### src/rtl/vga_timing_gen.sv
// vga_timing_gen: two-mode VGA timing generator. Counters walk the frame,
// a request stage asks the pixel source for (x,y) REQ_LEAD cycles ahead, and
// a flag pipeline of matching depth realigns HS/VS/DE with the returned pixel.
module vga_timing_gen #(
  parameter int              CW       = 11,
  parameter int              PIX_W    = 16,
  parameter int              REQ_LEAD = 2,
  parameter bit              HS_POL   = 1'b1,
  parameter bit              VS_POL   = 1'b1,
  parameter logic [4*CW-1:0] M0_H     = {CW'(96),  CW'(48),  CW'(640),  CW'(800)},
  parameter logic [4*CW-1:0] M0_V     = {CW'(2),   CW'(33),  CW'(480),  CW'(525)},
  parameter logic [4*CW-1:0] M1_H     = {CW'(136), CW'(160), CW'(1024), CW'(1344)},
  parameter logic [4*CW-1:0] M1_V     = {CW'(6),   CW'(29),  CW'(768),  CW'(806)}
) (
  input  logic             vga_clk,
  input  logic             sys_rst_n,
  input  logic             vga_mode,
  output logic             pix_req,
  output logic [CW-1:0]    pix_x,
  output logic [CW-1:0]    pix_y,
  input  logic [PIX_W-1:0] pix_data,
  output logic             vga_hs,
  output logic             vga_vs,
  output logic             vga_de,
  output logic [PIX_W-1:0] vga_rgb,
  output logic             frame_start,
  output logic             line_end,
  output logic             mode_active
);

  typedef struct packed {
    logic [CW-1:0] sync;
    logic [CW-1:0] back;
    logic [CW-1:0] disp;
    logic [CW-1:0] total;
  } tim_t;

  // Per-position flags that travel alongside the outstanding pixel fetch
  typedef struct packed {
    logic hs;
    logic vs;
    logic act;
    logic lend;
    logic fs;
  } flg_t;

  logic [CW-1:0]      cnt_h_q, cnt_h_d, cnt_v_q, cnt_v_d;
  logic               mode_q, mode_d;
  tim_t               th, tv;
  logic [CW-1:0]      h_lo, h_hi, v_lo, v_hi;
  logic               h_last, v_last, h_act, v_act, act;
  logic               req_q, req_d;
  logic [CW-1:0]      px_q, px_d, py_q, py_d;
  flg_t [REQ_LEAD:0]  pipe_q, pipe_d;
  logic               hs_q, hs_d, vs_q, vs_d, de_q, de_d, fs_q, fs_d, le_q, le_d;
  logic [PIX_W-1:0]   rgb_q, rgb_d;

  // Timing set follows the mode latched at the last frame wrap; decode position
  always_comb begin
    th     = mode_q ? tim_t'(M1_H) : tim_t'(M0_H);
    tv     = mode_q ? tim_t'(M1_V) : tim_t'(M0_V);
    h_lo   = th.sync + th.back;
    h_hi   = h_lo + th.disp;
    v_lo   = tv.sync + tv.back;
    v_hi   = v_lo + tv.disp;
    h_last = (cnt_h_q == th.total - CW'(1));
    v_last = (cnt_v_q == tv.total - CW'(1));
    h_act  = (cnt_h_q >= h_lo) && (cnt_h_q < h_hi);
    v_act  = (cnt_v_q >= v_lo) && (cnt_v_q < v_hi);
    act    = h_act && v_act;
  end

  // Counter advance; vga_mode is only looked at on the frame-wrap cycle
  always_comb begin
    cnt_h_d = cnt_h_q + CW'(1);
    cnt_v_d = cnt_v_q;
    mode_d  = mode_q;
    if (h_last) begin
      cnt_h_d = '0;
      if (v_last) begin
        cnt_v_d = '0;
        mode_d  = vga_mode;
      end else begin
        cnt_v_d = cnt_v_q + CW'(1);
      end
    end
  end

  // Request stage and flag pipeline input; coordinates are zero off-screen
  always_comb begin
    req_d        = act;
    px_d         = act ? cnt_h_q - h_lo : '0;
    py_d         = act ? cnt_v_q - v_lo : '0;
    pipe_d[0].hs   = (cnt_h_q < th.sync);
    pipe_d[0].vs   = (cnt_v_q < tv.sync);
    pipe_d[0].act  = act;
    // first blank position after the last active pixel of an active line
    pipe_d[0].lend = v_act && (cnt_h_q == h_hi);
    pipe_d[0].fs   = (cnt_h_q == '0) && (cnt_v_q == '0);
    for (int i = 1; i <= REQ_LEAD; i++) pipe_d[i] = pipe_q[i-1];
  end

  // Output stage: flags leave the pipe together with the fetched pixel
  always_comb begin
    hs_d  = pipe_q[REQ_LEAD].hs ~^ HS_POL;
    vs_d  = pipe_q[REQ_LEAD].vs ~^ VS_POL;
    de_d  = pipe_q[REQ_LEAD].act;
    rgb_d = pipe_q[REQ_LEAD].act ? pix_data : '0;
    fs_d  = pipe_q[REQ_LEAD].fs;
    le_d  = pipe_q[REQ_LEAD].lend;
  end

  // All state, async clear so the pins go idle without a clock
  always_ff @(posedge vga_clk or negedge sys_rst_n) begin
    if (!sys_rst_n) begin
      cnt_h_q <= '0;
      cnt_v_q <= '0;
      mode_q  <= 1'b0;
      req_q   <= 1'b0;
      px_q    <= '0;
      py_q    <= '0;
      pipe_q  <= '0;
      hs_q    <= ~HS_POL;
      vs_q    <= ~VS_POL;
      de_q    <= 1'b0;
      rgb_q   <= '0;
      fs_q    <= 1'b0;
      le_q    <= 1'b0;
    end else begin
      cnt_h_q <= cnt_h_d;
      cnt_v_q <= cnt_v_d;
      mode_q  <= mode_d;
      req_q   <= req_d;
      px_q    <= px_d;
      py_q    <= py_d;
      pipe_q  <= pipe_d;
      hs_q    <= hs_d;
      vs_q    <= vs_d;
      de_q    <= de_d;
      rgb_q   <= rgb_d;
      fs_q    <= fs_d;
      le_q    <= le_d;
    end
  end

  assign pix_req     = req_q;
  assign pix_x       = px_q;
  assign pix_y       = py_q;
  assign vga_hs      = hs_q;
  assign vga_vs      = vs_q;
  assign vga_de      = de_q;
  assign vga_rgb     = rgb_q;
  assign frame_start = fs_q;
  assign line_end    = le_q;
  assign mode_active = mode_q;

endmodule

### config.mk
export PLATFORM = sky130hd
export DESIGN_NAME = vga_timing_gen
export DESIGN_NICKNAME = d
export VERILOG_FILES = /design/src/rtl/vga_timing_gen.sv
export SDC_FILE = /design/constraint.sdc
export NUM_CORES = 1
export LEC_CHECK = 0
export BUFFER_PORTS_ARGS = -buffer_cell sky130_fd_sc_hd__buf_4
export CORE_ASPECT_RATIO = 0.8
export CORE_MARGIN = 2
export CORE_UTILIZATION = 45
export CTS_CLUSTER_DIAMETER = 100
export DETAILED_ROUTE_END_ITERATION = 7
export PLACE_DENSITY_LB_ADDON = 0.1
export SYNTH_ARGS = -nofsm -noshare
export SYNTH_HDL_FRONTEND = slang
export SYNTH_SLANG_ARGS = --single-unit
### constraint.sdc
create_clock -name vga_clk -period 3 [get_ports vga_clk]
set_clock_uncertainty 0.2 [all_clocks]
set_input_delay 0 -clock vga_clk [delete_from_list [all_inputs] [get_ports vga_clk]]
set_output_delay 0 -clock vga_clk [all_outputs]
set_load 0.03 [all_outputs]
After elaboration in Yosys (flattened, before gate mapping)
Cells that the tools add are included.

storage, ports and cells
  register bits after elaboration = 81
  output and inout port bits = 45
  input bits = 19
  logic and storage cells = 60

operators by class
  eq/ne operators = 3
  mux-type cells = 7
  reductions and logical operators = 8
  add/sub/neg operators = 10
  $lt $le $gt $ge = 6

operator list
  cell                                                 count
  2-to-1 mux 11 bit                                    4
  2-to-1 mux 41 bit                                    1
  2-to-1 mux 36 bit                                    1
  equality test 11 bit                                 3
  adder 11 x 1 -> 11 bit (second input constant)       2
  adder 11 bit                                         2
  >= comparator 11 bit                                 2
  logical NOT 11 bit                                   2
  < comparator 11 bit                                  2
  subtractor 11 x 1 -> 11 bit (second input constant)  2
  subtractor 11 bit                                    2
  2-to-1 mux 16 bit                                    1
  adder 3 x 11 -> 11 bit                               1
  adder 8 x 11 -> 11 bit                               1
  < comparator 11 x 3 -> 1 bit                         1
  < comparator 11 x 8 -> 1 bit                         1
  logical AND 1 bit                                    5
  AND reduction 2 bit                                  1

Logic depth before layout (Yosys ltp)
Gate-level depths: netlist of run 1.

  depth in word-level cells = 7
  gate-level depth with buffers = 10
  gate-level depth less buffers = 10

Worst setup path before layout of run 1
OpenSTA, ideal clock, no wires.

  kind = register to register
  from = register mode_q, in the netlist mode_active
  to = register py_q[3], in the netlist pix_y[3]
  stages on the path, launching flop included = 10
  arrival = 2616 ps
  data required time = 2677 ps
  period minus slack after synthesis = 2938 ps
  path slack = 62 ps
  library setup time = 123 ps
  path buffers = 1
  path through = dfrtp_1 > ha_1 > inv_1 > fa_1 > a211oi_2 > o221ai_1 > a2111o_1 > nand3_4 > buf_6 > nor2_4

on the way
  longest elaborated chain between the ends = 7
  elaborated cells on any way between the ends = 15
  classes of those cells = add/sub (5); order compare (4); mux (3); reduce/logical (3)

RTL lines
  item                                                              line    RTL
  start: declaration                                                48      logic mode_q, mode_d;
  start signal: assignment                                          132     mode_q <= mode_d;
  2-to-1 mux 41 bit or 2-to-1 mux 36 bit (tied branches)            60, 61
  adder 8 x 11 -> 11 bit or adder 3 x 11 -> 11 bit (tied branches)  62, 64
  adder 11 bit (on tied branches)                                   63, 65
  < comparator 11 bit (on tied branches)                            68, 69
  logical AND 1 bit (on tied branches)                              68, 69
  logical AND 1 bit                                                 70      act = h_act && v_act;
  2-to-1 mux 11 bit (*)                                             93      py_d = act ? cnt_v_q - v_lo : '0;
  named net py_d[3]                                                 53      logic [CW-1:0] px_q, px_d, py_q, py_d;
  end signal: assignment                                            135     py_q <= py_d;
  end: declaration                                                  53

Mark *: on every way through the listed nets, which the timed path passes. The rest lies on a longest branch.
A chain may end at the register's enable or synchronous reset.

Worst setup path in the final report of run 1
  from = register cnt_h_q[3]
  to = register py_q[1], in the netlist pix_y[1]

on the way
  longest elaborated chain between the ends = 4
  elaborated cells on any way between the ends = 5
  classes of those cells = order compare (2); mux (1); reduce/logical (2)

RTL lines
  item                                                         line  RTL
  start: declaration                                           47    logic [CW-1:0] cnt_h_q, cnt_h_d, cnt_v_q, cnt_v_d;
  start signal: assignment                                     130   cnt_h_q <= cnt_h_d;
  >= comparator 11 bit or < comparator 11 bit (tied branches)  68    h_act = (cnt_h_q >= h_lo) && (cnt_h_q < h_hi);
  logical AND 1 bit (*)                                        68
  logical AND 1 bit (*)                                        70
  named net act                                                51    logic h_last, v_last, h_act, v_act, act;
  2-to-1 mux 11 bit (*)                                        93
  named net py_d[1]                                            53

Marked as above.

==> results.sh, run 1 <==
export IMPL_outcome="finished, final reports clean"
export IMPL_tritoncts="yes"
export IMPL_crit_family="compound AO/OA/AOI/OAI gates"
export IMPL_drtIter0Drc=151
export IMPL_synth_edf_count=0
export IMPL_end_kind="flop"
export IMPL_ys_top_cells_by_area="dfrtp_1, ha_1, xnor2_1"
export IMPL_synth_compound_area_share_pct=10.3
export IMPL_dr_wl_met2_um=3370
export IMPL_synth_area_mux_share_pct=0
export IMPL_synth_fp_nets=355
export IMPL_p_sw_w=0.000446
export IMPL_wl_met3_um=573
export IMPL_crit_top_cell="inv_1"
export IMPL_hold_path_class="input pin to async pin"
export IMPL_globalplace_congestion=0.881
export IMPL_clk_pin_slew_ns=0.09
export IMPL_area_delta_synth_final_pct=28.6
export IMPL_arrival_ns=2.86
export IMPL_synthArstFlopShare_pct=100
export IMPL_clkPwrFrac_pct=42.2
export IMPL_grt_pass1_vias=2654
export IMPL_hpwl_um=5490
export IMPL_synth_avg_cell_area_um2=11.7
export IMPL_synth_common_cells="dfrtp_1, and2_1, nor2_1"
export IMPL_clock_latency_ns=0.35
export IMPL_clock_sinks=81
export IMPL_synth_xor_area_share_pct=5.18
export IMPL_firstDrtPassIters=4
export IMPL_clockBufferDepth=2
export IMPL_powerDensity_nw_per_um2=415
export IMPL_cp_max_fo=9
export IMPL_critical_path_max_stage_delay_ns=0.43
export IMPL_instances_no_fill=527
export IMPL_critPathKind="flop to flop"
export IMPL_final_fill_count=662
export IMPL_routed_wl_um=8060
export IMPL_top_layer_used="met4"
export IMPL_gr_usage_all_layers_pct=19.0
export IMPL_path_buf_inv=4
export IMPL_yosys_area_share_adder_pct=6.26
export IMPL_synth_seq_cells=81
export IMPL_synth_top_family_by_area="simple AND/OR/NAND/NOR gates"
export IMPL_wl_per_cell_um=15.3
export IMPL_synth_area_um2=3720
export IMPL_sequentialPowerShare_pct=55.0
export IMPL_fin_area_um2=4780
export IMPL_fin_nets=451
export IMPL_yosys_area_top_type_share_pct=54.5
export IMPL_root_buffer="clkbuf_8"
export IMPL_worst_pin_slew_ns=0.989
export IMPL_cpMaxStageDelayCell="a2111o_1"
export IMPL_drc=0
export IMPL_antenna_found_initial=0
export IMPL_yosysMostFrequentCell="dfrtp_1"
export IMPL_grt_overflow=0
export IMPL_worstPathCellList="inv_1 -> ha_1 -> inv_1 -> fa_2 -> a211oi_2 -> o221ai_1 -> a2111o_1 -> nand3_4 -> buf_4 -> inv_2 -> and2_1"
export IMPL_drive_above_1_share_pct=28.6
export IMPL_io_pins=64
export IMPL_tns_ns=0
export IMPL_num_vias=2691
export IMPL_avgViaCountPerCell=5.11
export IMPL_setup_viol=0
export IMPL_ys_seq_area_share_pct=54.5
export IMPL_start_util_pct=46.6
export IMPL_p_sw_share_pct=22.5
export IMPL_p_leak_nw=2.30
export IMPL_synthCells=318
export IMPL_yosys_area_top_type="dfrtp_1"
export IMPL_dieArea_um2=9010
export IMPL_finalHoldViolCount=0
export IMPL_finalCritPeriodShare_pct=93.6
export IMPL_n_antenna_cell=0
export IMPL_placed_area_um2=4350
export IMPL_floorplan_rows=29
export IMPL_drv_slew=0
export IMPL_ir_drop_uv=297
export IMPL_dieWidth_um=106
export IMPL_power_frac_comb_pct=2.8
export IMPL_htreeDepth=3
export IMPL_grt_max_degree=82
export IMPL_cap_violations=0
export IMPL_m1WireLength_um=4040
export IMPL_p_int_w=0.00154
export IMPL_fp_dieH_um=85.3
export IMPL_coreArea_um2=7980
export IMPL_ys_types=61
export IMPL_cp_start_kind="flop"
export IMPL_crit_required_ns=3.05
export IMPL_cts_inserted_buffers=9
export IMPL_synthSimpleGateAreaFrac_pct=19.8
export IMPL_fmax_mhz=356
export IMPL_slew_headroom_pct=34.1
export IMPL_portBuffers=63
export IMPL_yosysWarnings=0
export IMPL_synth_main_ff_cell="dfrtp_1"
export IMPL_fin_crit_ns=2.81
export IMPL_ant_nets=0
export IMPL_dp_cells=489
export IMPL_grt_pass1_wl_um=13400
export IMPL_rsz0062_at_grt="false"
==> routing by layer <==
metal	global-route usage [%]	vias to the layer above
li1	-	1288
met1	28.2	1293
met2	26.9	102
met3	5.91	8
met4	5.74	0
met5	0	-
==> placed cells by master, fill, tap and decap left out, drive strengths merged, types with 4 or more instances in the layout <==
cell         instances
buf                 82
dfrtp               81
nor2                30
and2                23
dlygate4sd3         18
xnor2               17
ha                  17
inv                 17
nand3               14
o21ai               14
clkbuf              10
nand2                9
a21oi                9
nor3                 8
and3                 5
nand4                5
xor2                 5
o31ai                4
==> metrics by stage <==
stage	worst slack [ns]	total power, W	hold WS [ns]	utilization [%]
2_1_floorplan	0.0617	0.00111	-0.496	-
3_3_place_gp	0.154	0.00115	0.0195	54.5
3_5_place_dp	0.0535	0.00115	0.0184	54.5
4_1_cts	0.00409	0.00201	0.153	59.4
5_1_grt	0.0412	0.00207	0.157	59.9
6_report	0.191	0.00198	0.141	59.9
==> worst reg2reg max path, cell delays in order (launching register included) <==
cell      delay, ns
dfrtp_1        0.41
inv_1          0.10
ha_1           0.18
inv_1          0.07
fa_2           0.38
a211oi_2       0.28
o221ai_1       0.14
a2111o_1       0.43
nand3_4        0.12
buf_4          0.18
inv_2          0.06
and2_1         0.15
==> power by group through the flow <==
| stage | clock [W] | combinational (W) | sequential, W |
|---|---|---|---|
| finish | 0.000836 | 0.0000564 | 0.00109 |
| global route | 0.000917 | 0.0000640 | 0.00109 |
| CTS | 0.000862 | 0.0000582 | 0.00109 |
| detailed placement | 0 | 0.0000392 | 0.00111 |
| global placement | 0 | 0.0000392 | 0.00111 |
| floorplan | 0 | 0.0000000183 | 0.00111 |
==> final cells by class <==
type | instances | area [um^2] | share of cell area (%)
tap | 108 | 135 | 2.83
clock inverter | 6 | 73.8 | 1.54
timing repair buffer | 100 | 808 | 16.9
clock buffer | 10 | 138 | 2.88
multi-input combinational | 207 | 1550 | 32.3
inverter | 15 | 56.3 | 1.18
sequential | 81 | 2030 | 42.4
==> state kept, by name (all words and copies together) (netlist names), 10 cells and up <==
signal	count
vga_rgb	16
cnt_h_q	11
cnt_v_q	11
pix_x	11
pix_y	11
pipe_d	10
==> worst paths after layout <==
path                            start           to  slack [ns]  depth (start not counted)
min reg2reg                pipe_d[13]         vs_d        0.15                          0
min in group vga_clk       pipe_d[13]         vs_d        0.15                          0
max                        cnt_h_q[3]     pix_y[1]        0.19                         11
max reg2reg                cnt_h_q[3]     pix_y[1]        0.19                         11
min                         sys_rst_n   vga_rgb[2]        0.14                          2
max in group asynchronous   sys_rst_n  vga_rgb[13]        1.82                          2
==> kinds of logic after synthesis <==
group,count (synthesis)
simple gates,120
flops,81
compound gates,47
buf+inv,30
xor+xnor,22
fa+ha+maj,18
==> timing repair <==
action,CTS,global route
buffers inserted,0,4
hold endpoints to repair,98,0
endpoints found under the setup margin,0,22
gates resized for setup,0,1
hold buffers,18,0
(Power assumes the default switching activity.)
==> run 2: changes to the inputs <==
--- a/config.mk
+++ b/config.mk
@@ -5,7 +5,7 @@
 export SDC_FILE = /design/constraint.sdc
 export NUM_CORES = 1
 export LEC_CHECK = 0
-export BUFFER_PORTS_ARGS = -buffer_cell sky130_fd_sc_hd__buf_4
+export BUFFER_PORTS_ARGS = -buffer_cell sky130_fd_sc_hd__buf_2
 export CORE_ASPECT_RATIO = 0.8
 export CORE_MARGIN = 2
 export CORE_UTILIZATION = 45
==> results.sh, run 2 (synthesis results as in run 1) <==
export IMPL_outcome="finished, final reports clean"
export IMPL_powerDensity_nw_per_um2=434
export IMPL_total_power_w=0.00201
export IMPL_worst_pin_slew_ns=0.978
export IMPL_power_frac_comb_pct=2.5
export IMPL_fin_crit_ns=2.83
export IMPL_arrival_ns=2.91
export IMPL_portBuffers=63
export IMPL_n_antenna_cell=0
export IMPL_fin_nets=450
export IMPL_wl_per_cell_um=15.1
export IMPL_finalCritPeriodShare_pct=94.3
export IMPL_cap_violations=0
export IMPL_setup_viol=0
export IMPL_dieWidth_um=106
export IMPL_slew_headroom_pct=34.8
export IMPL_floorplan_rows=29
export IMPL_io_pins=64
export IMPL_crit_required_ns=3.08
export IMPL_drv_slew=0
export IMPL_grt_use_met1_pct=27.6
export IMPL_drc=0
export IMPL_cp_start_kind="flop"
export IMPL_instances_no_fill=525
export IMPL_tritoncts="yes"
export IMPL_fin_area_um2=4630
export IMPL_p_sw_share_pct=21.2
export IMPL_p_leak_nw=2.28
export IMPL_antenna_found_initial=0
export IMPL_avgViaCountPerCell=5.02
export IMPL_gr_usage_all_layers_pct=19.1
export IMPL_coreArea_um2=7980
export IMPL_end_kind="flop"
export IMPL_grt_use_met2_pct=27.0
export IMPL_dieArea_um2=9010
export IMPL_globalplace_congestion=0.871
export IMPL_cts_inserted_buffers=9
export IMPL_tns_ns=0
export IMPL_num_vias=2635
export IMPL_firstDrtPassIters=4
export IMPL_finalHoldViolCount=0
export IMPL_dp_cells=487
export IMPL_drive_above_1_share_pct=28.5
export IMPL_cp_max_fo=6
export IMPL_ir_drop_uv=230
export IMPL_gr_max_usage_layer="met1"
export IMPL_hpwl_um=5300
export IMPL_p_int_w=0.00158
export IMPL_grt_pass1_wl_um=13300
export IMPL_ant_nets=0
export IMPL_root_buffer="clkbuf_8"
export IMPL_grt_max_degree=82
export IMPL_clockBufferDepth=2
export IMPL_layout_common_cells="dfrtp_1, buf_2, and2_1, nor2_1"
export IMPL_routed_wl_um=7930
export IMPL_fp_dieH_um=85.3
export IMPL_clock_sinks=81
export IMPL_grt_pass1_vias=2693
export IMPL_p_sw_w=0.000427
export IMPL_rsz0062_at_grt="false"
export IMPL_grt_overflow=0
export IMPL_clkPwrFrac_pct=43.3
export IMPL_clock_latency_ns=0.36
export IMPL_layout_commonest_cell="dfrtp_1"
export IMPL_fmax_mhz=354
export IMPL_start_util_pct=46.6
export IMPL_area_delta_synth_final_pct=24.4
export IMPL_use_met3_pct=4.84
export IMPL_sequentialPowerShare_pct=54.3
export IMPL_critPathKind="flop to flop"
export IMPL_rr_worst_depth=10
export IMPL_hold_path_class="input pin to async pin"
export IMPL_placed_area_um2=4180
export IMPL_htreeDepth=3
export IMPL_clk_pin_slew_ns=0.09
export IMPL_drtIter0Drc=151
export IMPL_largest_register_ffs=16
==> run 2: worst paths after layout <==
check,start,end,slack (ns)
worst max-delay path,cnt_h_q[3],pix_y[2],0.17
worst min register to register,pipe_d[6],pipe_d[11],0.15
worst min-delay path,sys_rst_n,pix_y[9],0.14
worst max register to register,cnt_h_q[3],pix_y[2],0.17
min in group vga_clk,pipe_d[6],pipe_d[11],0.15
max in group asynchronous,sys_rst_n,pix_x[1],1.83
==> run 2: repair_timing <==
item / CTS / global route
endpoints found under the setup margin: 0 / 13
endpoints found under the hold margin: 98 / 0
resized for setup: 0 / 3
hold buffers: 18 / 0
buffers inserted: 0 / 4
==> run 2: worst max-delay path, cell delays in order (launching register included) <==
cell and delay, ns:
dfrtp_1 0.42, inv_1 0.12, ha_1 0.18, inv_1 0.07, fa_2 0.38, a2111oi_2 0.32
o21bai_1 0.16, a221oi_4 0.40, nand3_4 0.18, buf_4 0.21, nor2_1 0.11
==> run 2: cell type report <==
class                      count  area (um^2)
multi-input combinational    208         1570
clock inverter                 6         90.1
tap                          108          135
sequential                    81         2030
fill                         678         3360
clock buffer                   9          124
inverter                      15         56.3
timing repair buffer          98          626
==> run 2: routing by layer <==
layer / routed length [um] / vias up / part of all wire (%)
met5: 0 / - / 0
met4: 98 / 0 / 1.2
met3: 453 / 10 / 5.7
met2: 3300 / 89 / 42
met1: 4080 / 1249 / 51
li1: - / 1287 / -
==> run 2: metrics by stage <==
step | hold WS, ns | utilization, % | setup slack, ns
after floorplan | -0.496 | - | 0.0617
after global placement | 0.0167 | 52.3 | 0.177
after detailed placement | 0.0211 | 52.3 | 0.0821
after CTS | 0.154 | 57.3 | 0.0392
after global routing | 0.153 | 57.9 | 0.0230
final | 0.135 | 57.9 | 0.172
==> run 2: power by group through the flow <==
stage,clock network [W],logic [W],registers [W]
finish,0.000869,0.0000492,0.00109
CTS,0.000901,0.0000505,0.00109
global placement,0,0.0000328,0.00111
global route,0.000961,0.0000569,0.00109
floorplan,0,0.0000000183,0.00111
detailed placement,0,0.0000323,0.00111
